<file path="config.mk">
export PLATFORM = sky130hd
export DESIGN_NAME = display_scan_controller
export DESIGN_NICKNAME = d
export VERILOG_FILES = /design/src/rtl/display_scan_controller.sv
export SDC_FILE = /design/constraint.sdc
export NUM_CORES = 1
export LEC_CHECK = 0
export ABC_AREA = 0
export BUFFER_PORTS_ARGS = -buffer_cell sky130_fd_sc_hd__buf_2
export CAP_MARGIN = 10
export CORE_ASPECT_RATIO = 0.8
export CORE_MARGIN = 5
export CORE_UTILIZATION = 58
export DETAILED_ROUTE_END_ITERATION = 6
export PLACE_DENSITY = 0.79
export SLEW_MARGIN = 20
export SYNTH_ARGS = -nofsm -noshare
export SYNTH_HDL_FRONTEND = slang
export SYNTH_SLANG_ARGS = --single-unit
</file>
<file path="constraint.sdc">
create_clock -name clk -period 4.6 [get_ports clk]
set_clock_uncertainty 0.05 [all_clocks]
set_input_delay 0.92 -clock clk [delete_from_list [all_inputs] [get_ports clk]]
set_output_delay 0.92 -clock clk [all_outputs]
set_load 0.03 [all_outputs]
</file>
<file path="src/rtl/display_scan_controller.sv">
// Purpose : time-multiplexed scan of a 3-digit BCD 7-segment display with blank guard slots.
// Latency : seg/selected/frame_start are registered; a new value appears at the next frame boundary (or next cycle in IDLE).
// Backpressure: load_ready low while a value waits in the pending register; one value buffered.
// Ports   : clk, rst_n (async active-low), enable, blank_lz, load_valid/load_data/load_ready (12-bit BCD
//           value handshake), selected (0 ones, 1 tens, 2 hundreds, 3 off), seg (active-low {g..a}), frame_start.
module display_scan_controller #(
    parameter int REFRESH_DIV  = 50000,
    parameter int BLANK_CYCLES = 16
) (
    input  logic        clk,
    input  logic        rst_n,
    input  logic        enable,
    input  logic        blank_lz,
    input  logic        load_valid,
    input  logic [11:0] load_data,
    output logic        load_ready,
    output logic [1:0]  selected,
    output logic [6:0]  seg,
    output logic        frame_start
);

    localparam int CW = (REFRESH_DIV > 1) ? $clog2(REFRESH_DIV) : 1;
    localparam logic [CW-1:0] CNT_BLANK_LAST = CW'(BLANK_CYCLES - 1);
    localparam logic [CW-1:0] CNT_SLOT_LAST  = CW'(REFRESH_DIV - 1);

    typedef enum logic [1:0] {IDLE, BLANK, SHOW} state_e;

    state_e        state_q, state_d;
    logic [CW-1:0] cnt_q, cnt_d;
    logic [1:0]    digit_q, digit_d;
    logic [11:0]   pend_q, pend_d;
    logic          pend_vld_q, pend_vld_d;
    logic [11:0]   active_q, active_d;
    logic [1:0]    sel_q, sel_d;
    logic [6:0]    seg_q, seg_d;
    logic          fs_q, fs_d;
    logic          accept, copy;
    logic [3:0]    nib;
    logic          lz_blank;

    function automatic logic [6:0] decode(input logic [3:0] n);
        case (n)
            4'd0:    decode = 7'h40;
            4'd1:    decode = 7'h79;
            4'd2:    decode = 7'h24;
            4'd3:    decode = 7'h30;
            4'd4:    decode = 7'h19;
            4'd5:    decode = 7'h12;
            4'd6:    decode = 7'h02;
            4'd7:    decode = 7'h78;
            4'd8:    decode = 7'h00;
            4'd9:    decode = 7'h10;
            default: decode = 7'h3F;   // non-BCD nibble shows a dash
        endcase
    endfunction

    // Slot sequencing: counter runs 0..REFRESH_DIV-1 across BLANK then SHOW.
    always_comb begin
        state_d = state_q;
        cnt_d   = cnt_q;
        digit_d = digit_q;
        fs_d    = 1'b0;
        case (state_q)
            IDLE: begin
                cnt_d   = '0;
                digit_d = 2'd0;
                if (enable) begin
                    state_d = BLANK;
                    fs_d    = 1'b1;
                end
            end
            BLANK: begin
                if (!enable) begin
                    state_d = IDLE;
                    cnt_d   = '0;
                    digit_d = 2'd0;
                end else begin
                    cnt_d = cnt_q + 1'b1;
                    if (cnt_q == CNT_BLANK_LAST) state_d = SHOW;
                end
            end
            SHOW: begin
                if (!enable) begin
                    state_d = IDLE;
                    cnt_d   = '0;
                    digit_d = 2'd0;
                end else if (cnt_q == CNT_SLOT_LAST) begin
                    state_d = BLANK;
                    cnt_d   = '0;
                    if (digit_q == 2'd2) begin
                        digit_d = 2'd0;
                        fs_d    = 1'b1;   // wrap back to ones is the frame boundary
                    end else begin
                        digit_d = digit_q + 2'd1;
                    end
                end else begin
                    cnt_d = cnt_q + 1'b1;
                end
            end
            default: begin
                state_d = IDLE;
                cnt_d   = '0;
                digit_d = 2'd0;
            end
        endcase
    end

    // Pending -> active copy happens during the boundary cycle (frame_start high), so the
    // new value lands inside the first blank slot and never mid-frame. A value accepted
    // during that same cycle is not yet pending and therefore waits a whole frame.
    assign load_ready = !pend_vld_q;
    assign accept     = load_valid && !pend_vld_q;
    assign copy       = pend_vld_q && ((state_q == IDLE) || fs_q);

    always_comb begin
        pend_d     = pend_q;
        pend_vld_d = pend_vld_q;
        active_d   = active_q;
        if (copy) begin
            active_d   = pend_q;
            pend_vld_d = 1'b0;
        end
        if (accept) begin
            pend_d     = load_data;
            pend_vld_d = 1'b1;
        end
    end

    // Outputs are computed from next-state values so the registered seg and selected
    // always describe the same slot.
    always_comb begin
        case (digit_d)
            2'd1:    nib = active_d[7:4];
            2'd2:    nib = active_d[11:8];
            default: nib = active_d[3:0];
        endcase
        lz_blank = blank_lz &&
                   (((digit_d == 2'd2) && (active_d[11:8] == 4'd0)) ||
                    ((digit_d == 2'd1) && (active_d[11:4] == 8'd0)));
        sel_d = 2'd3;
        seg_d = 7'h7F;
        if (state_d == SHOW) begin
            sel_d = digit_d;
            seg_d = lz_blank ? 7'h7F : decode(nib);
        end
    end

    always_ff @(posedge clk or negedge rst_n) begin
        if (!rst_n) begin
            state_q    <= IDLE;
            cnt_q      <= '0;
            digit_q    <= 2'd0;
            pend_q     <= 12'h000;
            pend_vld_q <= 1'b0;
            active_q   <= 12'h000;
            sel_q      <= 2'd3;
            seg_q      <= 7'h7F;
            fs_q       <= 1'b0;
        end else begin
            state_q    <= state_d;
            cnt_q      <= cnt_d;
            digit_q    <= digit_d;
            pend_q     <= pend_d;
            pend_vld_q <= pend_vld_d;
            active_q   <= active_d;
            sel_q      <= sel_d;
            seg_q      <= seg_d;
            fs_q       <= fs_d;
        end
    end

    assign selected    = sel_q;
    assign seg         = seg_q;
    assign frame_start = fs_q;

endmodule

</file>
* Word level (Yosys, flattened, before mapping)
Memory sizes are Yosys's and may differ from the RTL's.
Index checks and enable logic that the tools add are counted.
** Storage, ports and cells
- Flip-flop bits (word level) :: 55
- Bits in latches :: 0
- Bits in writable memories :: 0
- ROM bits :: 112
- Input port bits :: 17
- Output and inout port bits :: 11
- Word-level logic and storage cells :: 59
- Memories kept :: 1
** Operators by class
- Add/subtract/negate cells :: 2
- Multipliers :: 0
- Divide/modulo/power cells :: 0
- Magnitude comparators :: 0
- Eq/ne operators :: 8
- Shift-type cells :: 0
- Muxes and demuxes :: 27
- Bitwise logic cells :: 0
- Reductions and logical operators :: 12
** Memories
- (name not given) :: words 16, width 7, rd ports 1, clocked after Yosys merged registers in 0, write ports 0, RTL line 42 : case (n)
** Operator list (count)
- two-way mux 16 bit :: 3
- case mux 16 bit (2 select lines) :: 1
- two-way mux 2 bit :: 10
- adder 16 x 1 -> 16 bit, second input constant :: 1
- equality test 16 bit, second input constant :: 1
- equality test 16 x 4 -> 1 bit, second input constant :: 1
- two-way mux 7 bit :: 2
- two-way mux 12 bit :: 1
- equality test 2 bit, second input constant :: 4
- logical NOT 8 bit :: 1
- case mux 4 bit (2 select lines) :: 1
- two-way mux 1 bit :: 6
- case mux 2 bit (3 select lines) :: 1
- logical AND 1 bit :: 5
- equality test 2 x 1 -> 1 bit, second input constant :: 2
- logical NOT 4 bit :: 1
- case mux 2 bit (2 select lines) :: 1
- adder 2 x 1 -> 2 bit, second input constant :: 1
- logical NOT 2 bit :: 1
- logical OR 1 bit :: 2
- case mux 1 bit (2 select lines) :: 1
- nonzero test 2 bit :: 1
- logical NOT 1 bit :: 1

* Longest topological paths before layout
- Depth in word-level cells :: 11
- Depth in mapped cells :: 17

* Worst setup path before layout
OpenSTA, ideal clock, no wires.
- Path type :: register -> register
- Start :: reg cnt_q[0]
- End :: reg seg_q[0] (netlist: seg[0])
- Setup time :: 0.090 ns
- Data arrival time :: 3.070 ns
- Slack :: 1.390 ns
- Cell stages (with the launch flop) :: 16
- Period minus slack after synthesis :: 3.210 ns
- Cells stage by stage :: dfrtp_1 ha_1 and4b_1 nand4_1 mux2_2 a22o_1 nand3_1 inv_1 ha_1 buf_2 inv_1 a211o_2 o41ai_4 o211ai_1 a211oi_2 o21ai_1
** Between the ends
- Word-level cells in the longest chain between the ends :: 10
- Elaborated cells on any way between the ends :: 21
- Those cells by class :: eq/ne (5); mux (11); reduce/logical (4); memory (1)
** RTL lines
- start, declared :: RTL line 29 : logic [CW-1:0] cnt_q, cnt_d;
- start signal, assigned :: RTL line 161 : cnt_q <= cnt_d;
- equality test 16 bit (*) :: RTL line 87 : end else if (cnt_q == CNT_SLOT_LAST) begin
- two-way mux 2 bit (*) :: RTL line 87
- two-way mux 2 bit (*) :: RTL line 83 : if (!enable) begin
- case mux 2 bit (2 select lines) (*) :: RTL line 63 : case (state_q)
- via digit_d[1] :: RTL line 30 : logic [1:0] digit_q, digit_d;
- parallel branches: the longest is 4 deep, another holds memory (16 x 7 bit)
- two-way mux 7 bit (*) :: RTL line 144 : seg_d = lz_blank ? 7'h7F : decode(nib);
- two-way mux 7 bit (*) :: RTL line 142 : if (state_d == SHOW) begin
- via seg_d[0] :: RTL line 35 : logic [6:0] seg_q, seg_d;
- end signal, assigned :: RTL line 167 : seg_q <= seg_d;
- end, declared :: RTL line 35
Mark *: on every way through the listed nets, which the timed path passes.
A chain may end at the register's enable or synchronous reset.

* Worst setup path after layout
- Start :: reg cnt_q[0]
- End :: reg seg_q[1] (netlist: seg[1])
Same word-level chain as after synthesis.

==> impl_table.tex <==
\begin{tabular}{lr}
\hline
Metric & Value \\
\hline
\multicolumn{2}{l}{\textbf{Clocking}} \\
\quad Number of sinks on the clock net & 55 \\
\quad Resized Gates After CTS & 0 \\
\quad Buffers inserted by post-CTS timing repair & 0 \\
\quad Number of buffers added to fix hold violations after cts & 0 \\
\quad CTS clk-pin slew, worst paths & about 90 ps \\
\quad Total clock buffers created by CTS & 5 \\
\quad Buffers from clock root to sink, at most & 2 \\
\quad Buffer type at the clock tree root & clkbuf\_8 \\
\quad Clock latency at the later pin of the worst-skew pair & between 300 and 400 ps \\
\quad Deepest level of the CTS H-tree & 2 \\
\quad CTS tree & yes \\
\multicolumn{2}{l}{\textbf{Cells and area}} \\
\quad Commonest cells after routing, fill and taps aside & 46 x dfrtp\_1, 34 x nor2\_1, 27 x buf\_2 \\
\quad Number of nets in the layout & $\sim$300 \\
\quad Synthesis-to-finish area growth & 9.92\% \\
\quad Count of inserted antenna diode cells & 0 \\
\quad Most frequent standard cell in the layout excluding fill and tap cells & dfrtp\_1 \\
\quad Share of final-layout standard cells stronger than drive strength 1 & 0.292 \\
\multicolumn{2}{l}{\textbf{Place}} \\
\quad Number of port buffers & 27 \\
\quad Routability congestion estimate & between 0.8 and 0.9 \\
\quad Sum of net half-perimeters after detailed placement & 3.80 mm \\
\multicolumn{2}{l}{\textbf{Logic synthesis}} \\
\quad Top area cells in the synthesized netlist & dfrtp\_1 41\%, mux2\_2 9.7\%, dfstp\_2 8.5\% \\
\quad Post-synthesis instance area & between 2000 and 3000 um\^{}2 \\
\quad Library cells used by synthesis & 51 \\
\quad Average footprint of a synthesized cell & approximately 11 um\^{}2 \\
\quad Count of state elements after synthesis & 55 \\
\quad Leading area contributor after synthesis & dfrtp\_1 \\
\quad Cells after Synth & $\sim$250 \\
\quad Area share of the largest cell type after synthesis & 0.415 \\
\quad Async set-reset flop share out of synthesis & 1.00 \\
\quad Post-Synthesis Net Count & $\sim$280 \\
\quad Yosys warning count & 0 \\
\quad Number of synthesized flops with an enable pin & 0 \\
\quad Share of synthesized area occupied by flip-flops and latches & 0.500 \\
\quad Main flop type after synthesis & dfrtp\_1 \\
\multicolumn{2}{l}{\textbf{Hold path}} \\
\quad Worst Hold Path Cells & 1 \\
\quad HP Class & reg -> reg \\
\multicolumn{2}{l}{\textbf{Route}} \\
\quad Via total after detailed routing & roughly 1.9k \\
\quad Via density & 5.70 \\
\quad Number of violations reported at the end of detailed-routing iteration 0 & slightly below 90 \\
\quad First-pass iteration count of the detailed router & 5 \\
\quad DRC violation count after routing & 0 \\
\quad Final Routed Wirelength & just over 5 mm \\
\quad Per-cell routed wire length & approximately 15 um \\
\quad DRT antenna net count & 0 \\
\multicolumn{2}{l}{\textbf{Global routing}} \\
\quad Wire length of the first global-routing pass & between 8 and 9 mm \\
\quad Met1 layer usage reported by global route & 0.278 \\
\quad Number of antenna violations at the first check in global routing & 0 \\
\quad Vias in the first global route & approximately 1.8k \\
\quad GRT overflow & 0 \\
\quad Maximum number of pins on one net before global-route repair & 41 \\
\quad Met2 GRT Util & 0.244 \\
\quad Global-route met3 utilization & 0.0356 \\
\quad GRT Max-Usage Layer & met1 \\
\quad Overall Global Routing Usage & 0.180 \\
\multicolumn{2}{l}{\textbf{Floorplan}} \\
\quad Initial core utilization & 0.603 \\
\quad Area enclosed by the die boundary & 6270 um\^{}2 \\
\quad Die Y-Extent & 71.9 um \\
\quad I/O pins & 28 \\
\quad Width of the die & between 80 and 90 um \\
\quad Std cell rows & 22 \\
\quad Std-Cell Core Area & 4600 um\^{}2 \\
\multicolumn{2}{l}{\textbf{Power}} \\
\quad Power density over cell area & approximately 480 nW/um\^{}2 \\
\quad IR Drop Worst-Case VDD & around 0.24 mV \\
\quad P\_leak & approximately 0.0014 uW \\
\quad Share of total power in combinational logic & 0.359 \\
\quad Part of the power in registers & 0.442 \\
\quad Switching share of power & 0.345 \\
\quad Clk pwr share & 0.199 \\
\quad Tot Pwr & between 1000 and 1500 uW \\
\quad Pint & approximately 960 uW \\
\quad Switching power & approximately 500 uW \\
\multicolumn{2}{l}{\textbf{Critical path}} \\
\quad Critical path, cell by cell & ha\_1 > and4b\_1 > nand4\_1 > mux2\_2 > a22o\_1 > nand3\_1 > inv\_1 > ha\_1 > inv\_1 > a211o\_2 > o41ai\_4 > buf\_4 > o211ai\_1 > a211oi\_2 > o21ai\_1 \\
\quad Critical path class & reg -> reg \\
\quad Crit-path slowest cell & ha\_1 \\
\quad CP Max Fanout & 13 \\
\quad Required time of the worst setup path & 4780 ps \\
\quad Kind of end point of the critical path & register \\
\quad CP Data Arrival Time & 3890 ps \\
\quad Logic depth of the worst register-to-register path & 15 \\
\quad Worst setup SP type & register \\
\quad Peak per-stage delay on the critical path & between 400 and 500 ps \\
\multicolumn{2}{l}{\textbf{STA}} \\
\quad Max Slew Vio Count & 0 \\
\quad Crit share post-route & 0.807 \\
\quad Tightest slew margin relative to the limit & 0.519 \\
\quad Total negative slack for setup checks & 0 ps \\
\quad Unrepaired setup endpoints after global routing & false \\
\quad Top achievable clock speed & about 0.27 GHz \\
\quad Final hold violation count & 0 \\
\quad Number of setup violations in the final report & 0 \\
\quad Actual slew at the worst max-slew pin & about 720 ps \\
\quad Final critical path time including I/O delays and setup & 3710 ps \\
\multicolumn{2}{l}{\textbf{Run status}} \\
\quad Status & finished, final reports clean \\
\multicolumn{2}{l}{\textbf{Flow run}} \\
\quad Max Cap Viol & 0 \\
\hline
\end{tabular}
[cells in the mapped netlist, types with 2 or more instances]
library cell / n
dfrtp_1: 46
nor2_1: 34
mux2_2: 24
ha_1: 13
nand2_1: 13
inv_1: 11
nand3_1: 11
dfstp_2: 9
xnor2_1: 7
xor2_1: 7
a21oi_1: 4
mux2i_1: 4
nor3_1: 4
o21ai_0: 4
a21o_1: 3
and3_1: 3
and3_2: 3
nand4_1: 3
nor4_1: 3
o21a_1: 3
o21ai_1: 3
a22oi_1: 2
buf_2: 2
buf_6: 2
nor2b_1: 2
o211a_1: 2
[worst max-delay path: cells and delay by family (launching register included)]
kind	cells	cell delay (ps)
fa+ha+maj	2	740
buf+inv	3	400
compound gates	6	1090
mux	1	370
flops	1	400
simple gates	3	570
[power groups by stage]
stage	combinational (uW)	sequential, uW	clock, uW
global route	583	659	322
detailed placement	524	657	0
CTS	526	648	302
finish	525	647	291
floorplan	437	639	0
global placement	504	648	0
[cells by family (layout without fill, tap and decap cells)]
logic type      count (synthesis)  count (layout)  share of synthesized area
simple gates                   83              83                      0.145
flops                          55              55                      0.500
compound gates                 36              36                      0.105
mux                            28              28                      0.112
buf+inv                        18              48                     0.0352
xor+xnor                       14              14                     0.0442
fa+ha+maj                      13              13                     0.0586
[routing by layer]
metal | routed length (um) | vias up
li1 | - | 920
met1 | 2520 | 934
met2 | 2250 | 58
met3 | 333 | 8
met4 | 95 | 0
met5 | 0 | -
[per-stage QoR]
step / instance area [um^2] / hold slack, ps / std cells / utilization / setup WS (ps)
6_report: 3050 / 413 / 337 / 0.663 / 889
5_1_grt: 3050 / 431 / 337 / 0.663 / 623
4_1_cts: 3050 / 416 / 337 / 0.663 / 902
3_5_place_dp: 2950 / 403 / 329 / 0.641 / 907
3_3_place_gp: 2940 / 394 / 329 / 0.640 / 1030
2_1_floorplan: 2770 / 383 / 247 / - / 1390
[flip-flops by register name, indices dropped and copies added, names as in the netlist]
signal,flops
pend_q,12
frame_start,1
seg,7
active_q,12
state_q,2
cnt_q,16
pend_vld_q,1
digit_q,2
selected,2
[path summary, 6_finish.rpt]
kind | from | endpoint | slack, ps
setup / recovery | cnt_q[0] | seg[1] | 890
max in group asynchronous | rst_n | seg[0] | 3220
hold reg to reg | cnt_q[0] | cnt_q[0] | 410
min in group asynchronous | rst_n | cnt_q[10] | 450
hold / removal | cnt_q[0] | cnt_q[0] | 410
setup reg to reg | cnt_q[0] | seg[1] | 890
[cell type report]
class | count | area [um^2]
multi-input cells | 174 | 1290
clock inverters | 1 | 7.51
well taps | 60 | 75.1
repair buffers | 29 | 150
clock buffers | 7 | 96.3
inverters | 11 | 41.3
flip-flops and latches | 55 | 1390
fillers | 344 | 1550
Power figures use the tool's default switching activity.
